==> src/rtl/rand_byte_uart_tx.sv <==
// Buffers single-cycle random bytes in a small FIFO and sends them on a UART line (8N1, LSB first).
// Define UART_PARITY_EN to add an even-parity bit (8E1 frames).
module rand_byte_uart_tx #(
    parameter int CLKS_PER_BIT = 868,
    parameter int FIFO_DEPTH   = 16
) (
    input  logic                          clk,
    input  logic                          rst,
    input  logic                          byte_ready,
    input  logic [7:0]                    rand_byte,
    input  logic                          tx_enable,
    input  logic                          overflow_clr,
    output logic                          tx,
    output logic                          busy,
    output logic [$clog2(FIFO_DEPTH):0]   fifo_count,
    output logic                          overflow
);
    localparam int AW = $clog2(FIFO_DEPTH);
    localparam int CW = AW + 1;
    localparam int BW = (CLKS_PER_BIT > 1) ? $clog2(CLKS_PER_BIT) : 1;

`ifdef UART_PARITY_EN
    typedef enum logic [2:0] {S_IDLE, S_START, S_DATA, S_PARITY, S_STOP} state_t;
`else
    typedef enum logic [1:0] {S_IDLE, S_START, S_DATA, S_STOP} state_t;
`endif

    state_t          r_state;
    logic [7:0]      r_mem [FIFO_DEPTH];
    logic [AW-1:0]   r_wr, r_rd;
    logic [CW-1:0]   r_count;
    logic            r_overflow;
    logic [BW-1:0]   r_baud;
    logic [2:0]      r_bit;
    logic [7:0]      r_shift;
    logic            r_tx, r_busy;
`ifdef UART_PARITY_EN
    logic            r_par;
`endif

    logic w_pop, w_push, w_baud_end;

    // A full FIFO still takes a byte when the head leaves at the same edge.
    assign w_pop      = (r_state == S_IDLE) && tx_enable && (r_count != '0);
    assign w_push     = byte_ready && ((r_count != CW'(FIFO_DEPTH)) || w_pop);
    assign w_baud_end = (r_baud == BW'(CLKS_PER_BIT - 1));

    always_ff @(posedge clk) begin
        if (w_push) r_mem[r_wr] <= rand_byte;
    end

    always_ff @(posedge clk or posedge rst) begin
        if (rst) begin
            r_wr       <= '0;
            r_rd       <= '0;
            r_count    <= '0;
            r_overflow <= 1'b0;
        end else begin
            if (w_push) r_wr <= r_wr + AW'(1);
            if (w_pop)  r_rd <= r_rd + AW'(1);
            case ({w_push, w_pop})
                2'b10:   r_count <= r_count + CW'(1);
                2'b01:   r_count <= r_count - CW'(1);
                default: r_count <= r_count;
            endcase
            if (byte_ready && !w_push) r_overflow <= 1'b1;
            else if (overflow_clr)     r_overflow <= 1'b0;
        end
    end

    always_ff @(posedge clk or posedge rst) begin
        if (rst) begin
            r_state <= S_IDLE;
            r_baud  <= '0;
            r_bit   <= '0;
            r_shift <= '0;
            r_tx    <= 1'b1;
            r_busy  <= 1'b0;
`ifdef UART_PARITY_EN
            r_par   <= 1'b0;
`endif
        end else begin
            case (r_state)
                S_IDLE: begin
                    r_baud <= '0;
                    if (w_pop) begin
                        r_shift <= r_mem[r_rd];
`ifdef UART_PARITY_EN
                        r_par   <= ^r_mem[r_rd];
`endif
                        r_tx    <= 1'b0;
                        r_busy  <= 1'b1;
                        r_state <= S_START;
                    end
                end
                S_START: begin
                    if (w_baud_end) begin
                        r_baud  <= '0;
                        r_bit   <= '0;
                        r_tx    <= r_shift[0];
                        r_state <= S_DATA;
                    end else begin
                        r_baud <= r_baud + BW'(1);
                    end
                end
                S_DATA: begin
                    if (w_baud_end) begin
                        r_baud <= '0;
                        if (r_bit == 3'd7) begin
`ifdef UART_PARITY_EN
                            r_tx    <= r_par;
                            r_state <= S_PARITY;
`else
                            r_tx    <= 1'b1;
                            r_state <= S_STOP;
`endif
                        end else begin
                            // Shift register always presents the current bit at [0].
                            r_bit   <= r_bit + 3'd1;
                            r_shift <= {1'b0, r_shift[7:1]};
                            r_tx    <= r_shift[1];
                        end
                    end else begin
                        r_baud <= r_baud + BW'(1);
                    end
                end
`ifdef UART_PARITY_EN
                S_PARITY: begin
                    if (w_baud_end) begin
                        r_baud  <= '0;
                        r_tx    <= 1'b1;
                        r_state <= S_STOP;
                    end else begin
                        r_baud <= r_baud + BW'(1);
                    end
                end
`endif
                S_STOP: begin
                    if (w_baud_end) begin
                        r_baud  <= '0;
                        r_busy  <= 1'b0;
                        r_state <= S_IDLE;
                    end else begin
                        r_baud <= r_baud + BW'(1);
                    end
                end
                default: begin
                    r_tx    <= 1'b1;
                    r_busy  <= 1'b0;
                    r_state <= S_IDLE;
                end
            endcase
        end
    end

    assign tx         = r_tx;
    assign busy       = r_busy;
    assign fifo_count = r_count;
    assign overflow   = r_overflow;
endmodule

==> config.mk <==
export PLATFORM = sky130hd
export DESIGN_NAME = rand_byte_uart_tx
export DESIGN_NICKNAME = d
export VERILOG_FILES = /design/src/rtl/rand_byte_uart_tx.sv
export SDC_FILE = /design/constraint.sdc
export NUM_CORES = 1
export LEC_CHECK = 0
export ABC_CLOCK_PERIOD_IN_PS = 2810
export BUFFER_PORTS_ARGS = -buffer_cell sky130_fd_sc_hd__buf_2
export CORE_MARGIN = 2
export CORE_UTILIZATION = 30
export DETAILED_ROUTE_END_ITERATION = 10
export SYNTH_ARGS = -nofsm -noshare
export SYNTH_HDL_FRONTEND = slang
export SYNTH_SLANG_ARGS = --single-unit
==> constraint.sdc <==
create_clock -name clk -period 2.81 [get_ports clk]
set_clock_uncertainty 0.15 [all_clocks]
set_input_delay 0.1405 -clock clk [delete_from_list [all_inputs] [get_ports clk]]
set_output_delay 0.1405 -clock clk [all_outputs]
set_load 0.02 [all_outputs]
==> flow_metrics.env <==
export IMPL_outcome="completed"
export IMPL_cp_top_family="simple AND/OR/NAND/NOR gates"
export IMPL_insertion_delay_ns=0.42
export IMPL_r2r_setup_slack_ns=0.12
export IMPL_min_path_type="in -> reg"
export IMPL_die_area_mm2=0.02468
export IMPL_synthSimpleGateAreaFrac=0.06565
export IMPL_crit_arrival_ns=2.89
export IMPL_cts_max_level=4
export IMPL_drive_gt1_frac=0.2500
export IMPL_critPathRequiredTime_ns=3.01
export IMPL_crit_path_end_kind="register"
export IMPL_vias=3757
export IMPL_hp_start="byte_ready"
export IMPL_cpMaxStageDelayCell="or4_4"
export IMPL_maxCapViolCount=0
export IMPL_std_cell_rows=56
export IMPL_finish_net_count=497
export IMPL_synth_seq_cells=167
export IMPL_path_cells="or4_4, o211a_4, nand2b_2, inv_1, fa_2, a21o_1, a21oi_2, mux2i_1, xor2_1"
export IMPL_initial_core_util=0.3023
export IMPL_clk_path_buf_depth=2
export IMPL_final_setup_viol_count=0
export IMPL_wl_um=13860
export IMPL_synth_compound_area_frac=0.06316
export IMPL_yosysWarnings=0
export IMPL_met3_usage=0.03442
export IMPL_cts_root_buffer_cell="clkbuf_16"
export IMPL_syn_to_final_growth_pct=17.54
export IMPL_max_clock_freq_ghz=0.3714
export IMPL_die_w_um=157.1
export IMPL_drc=0
export IMPL_die_h_um=157.1
export IMPL_synthXorXnorAreaFrac=0.02242
export IMPL_via_per_inst=4.702
export IMPL_grtUsageMet1=0.1595
export IMPL_synthAdderAreaFrac=0.03131
export IMPL_cellPowerDensity_mw_per_mm2=736.4
export IMPL_cp_max_fo=4
export IMPL_rr_worst_depth=9
export IMPL_setup_ws_ns=0.1176
export IMPL_busiest_layer="met2"
export IMPL_pin_count=21
export IMPL_rsz0062_at_grt="no"
export IMPL_place_area_mm2=0.007560
export IMPL_max_slew_worst_pin_slew_ns=0.7644
export IMPL_relSlewSlack=0.4899
export IMPL_layout_min_cycle_time_ns=2.692
export IMPL_async_reset_ff_frac=0.2335
export IMPL_cts_tree="built"
export IMPL_syn_num_nets=453
export IMPL_critPathBufInv=1
export IMPL_finalSetupTns_ns=0
export IMPL_max_stage_delay_ns=0.56
export IMPL_synthMuxAreaShare=0.1119
export IMPL_synth_area_per_cell_um2=16.63
export IMPL_hold_depth=4
export IMPL_dr_pass1_iters=4
export IMPL_syn_area_mm2=0.007033
export IMPL_slew_viol_final=0
export IMPL_syn_inst=423
export IMPL_cts_setup_buffers=0
export IMPL_finalPower_mw=6.088
export IMPL_holdWs_ns=0.04883
export IMPL_grtUsageTotal=0.1219
export IMPL_place_congestion=0.7797
export IMPL_vdd_drop_max_v=0.0003592
export IMPL_drtIter0Drc=310
export IMPL_synth_distinct_cells=52
export IMPL_diodes=0
export IMPL_grt_antenna_before_repair=0
export IMPL_holdPathEnd="fifo_count[4]"
export IMPL_cts_sinks=167
export IMPL_port_buffers=20
export IMPL_synth_top_family_by_area="multiplexers"
export IMPL_dp_cells=755
export IMPL_cts_buffers=17
export IMPL_grt_util_met2=0.1982
export IMPL_leakagePower_nw=2.919
export IMPL_first_global_vias=3944
export IMPL_r2r_start="fifo_count[3]"
export IMPL_grt_max_degree=36
export IMPL_hold_viol=0
export IMPL_dp_slack_ns=0.03456
export IMPL_ys_flop_type="edfxtp_1"
export IMPL_start_kind="register"
export IMPL_critical_path_class="reg -> reg"
export IMPL_r2r_end="fifo_count[4]"
export IMPL_grt_overflow_total=0
export IMPL_fillers=2217
export IMPL_final_util=0.3554
export IMPL_clk_pin_slew_worst_paths_ns=0.06
export IMPL_synth_edff_count=128
export IMPL_finalCritPeriodShare=0.9582
export IMPL_ys_seq_area_frac=0.6855
export IMPL_drt_antenna_violating_nets=0
export IMPL_hpwl_um=9249
export IMPL_core_area_mm2=0.02326
export IMPL_grt_pass1_wl_um=22310
export IMPL_drt_wirelength_per_cell_um=17.35
export IMPL_fin_cells=799
export IMPL_fin_area_mm2=0.008267
cells in the mapped netlist (2+ instances only):
| cell | n | area [um2] |
|---|---|---|
| nor3b_1 | 5 | 37.54 |
| nor2_1 | 22 | 82.58 |
| buf_4 | 4 | 30.03 |
| a22oi_1 | 16 | 120.1 |
| a21oi_1 | 26 | 130.1 |
| buf_2 | 4 | 20.02 |
| xnor2_1 | 9 | 78.83 |
| xor2_1 | 9 | 78.83 |
| inv_1 | 8 | 30.03 |
| and4_1 | 4 | 35.03 |
| nand2_1 | 22 | 82.58 |
| mux4_2 | 32 | 720.7 |
| mux2_2 | 5 | 56.30 |
| a22o_1 | 3 | 26.28 |
| nand3_1 | 4 | 20.02 |
| and3_1 | 7 | 43.79 |
| a21o_1 | 2 | 15.01 |
| nor2b_1 | 4 | 25.02 |
| buf_1 | 6 | 22.52 |
| o21ai_0 | 7 | 35.03 |
| and2_1 | 6 | 37.54 |
| ha_1 | 16 | 200.2 |
| nand4_1 | 4 | 25.02 |
| dfrtp_1 | 38 | 950.9 |
| clkbuf_1 | 6 | 22.52 |
| edfxtp_1 | 128 | 3844 |
flip-flops by register name, summed over array words and instances (netlist names):
name / count
fifo_count: 5
overflow: 1
busy: 1
r_bit: 3
r_state: 2
r_mem: 128
r_baud: 10
r_rd: 4
r_shift: 8
r_wr: 4
tx: 1
repair_timing:
item                                   4_1_cts  5_1_grt
gates resized for setup                      0        8
endpoints found under the hold margin      150        0
setup endpoints to repair                    0       49
hold buffers                                12        0
kinds of logic after synthesis:
logic type	after synthesis
mux	38
fa+ha+maj	17
xor+xnor	18
simple gates	87
compound gates	66
flops	167
buf+inv	30
layout make-up:
type / count / area (um2) / area share
clock buffer: 19 / 432.9 / 0.05237
clock inverter: 13 / 140.1 / 0.01695
inverter: 8 / 30.03 / 0.003633
multi-input combinational: 226 / 2085 / 0.2522
sequential: 167 / 4822 / 0.5833
tap: 319 / 399.1 / 0.04828
timing repair buffer: 47 / 357.8 / 0.04329
cell usage in the layout, fill, tap and decap left out, types with 7 or more instances in the layout:
master / n
a21oi_1: 25
a22oi_1: 16
buf_2: 20
buf_4: 13
clkbuf_16: 17
dfrtp_1: 37
dlygate4sd3_1: 12
edfxtp_1: 128
ha_1: 16
inv_1: 8
mux4_2: 32
nand2_1: 22
nor2_1: 22
o21ai_0: 7
xnor2_1: 9
xor2_1: 9
how the worst max path moves through the flow:
stage,startpoint,to,slack [ns],cells after the start
detailed placement,fifo_count[3],fifo_count[4],0.03,9
finish,fifo_count[3],fifo_count[4],0.12,9
global route,fifo_count[3],fifo_count[4],0.01,9
CTS,fifo_count[3],fifo_count[4],0.03,9
global placement,fifo_count[3],fifo_count[4],0.1,9
floorplan,fifo_count[3],fifo_count[4],0.02,9
routing by layer:
metal | part of all wire | up-vias
met4 | 0.0066 | 0
met1 | 0.43 | 1913
met2 | 0.50 | 95
met5 | 0 | -
met3 | 0.063 | 9
li1 | - | 1740
power by group:
part / switching, mW / leakage (nW) / total [mW] / internal, mW
clock: 0.991 / 0.279 / 2.24 / 1.25
sequential: 0.139 / 1.62 / 3.06 / 2.92
combinational: 0.469 / 1.02 / 0.788 / 0.319
total: 1.60 / 2.92 / 6.09 / 4.49
worst register-to-register path, delay by kind of cell (launching register included):
kind                     cells  cell delay, ns
flip-flops                   1            0.38
adder cells (fa/ha/maj)      1            0.37
XOR/XNOR                     1            0.16
AO/OA/AOI/OAI                3            0.60
buffers and inverters        1            0.09
AND/OR/NAND/NOR              2            0.64
multiplexers                 1            0.23
Power figures use the tool's default switching activity.
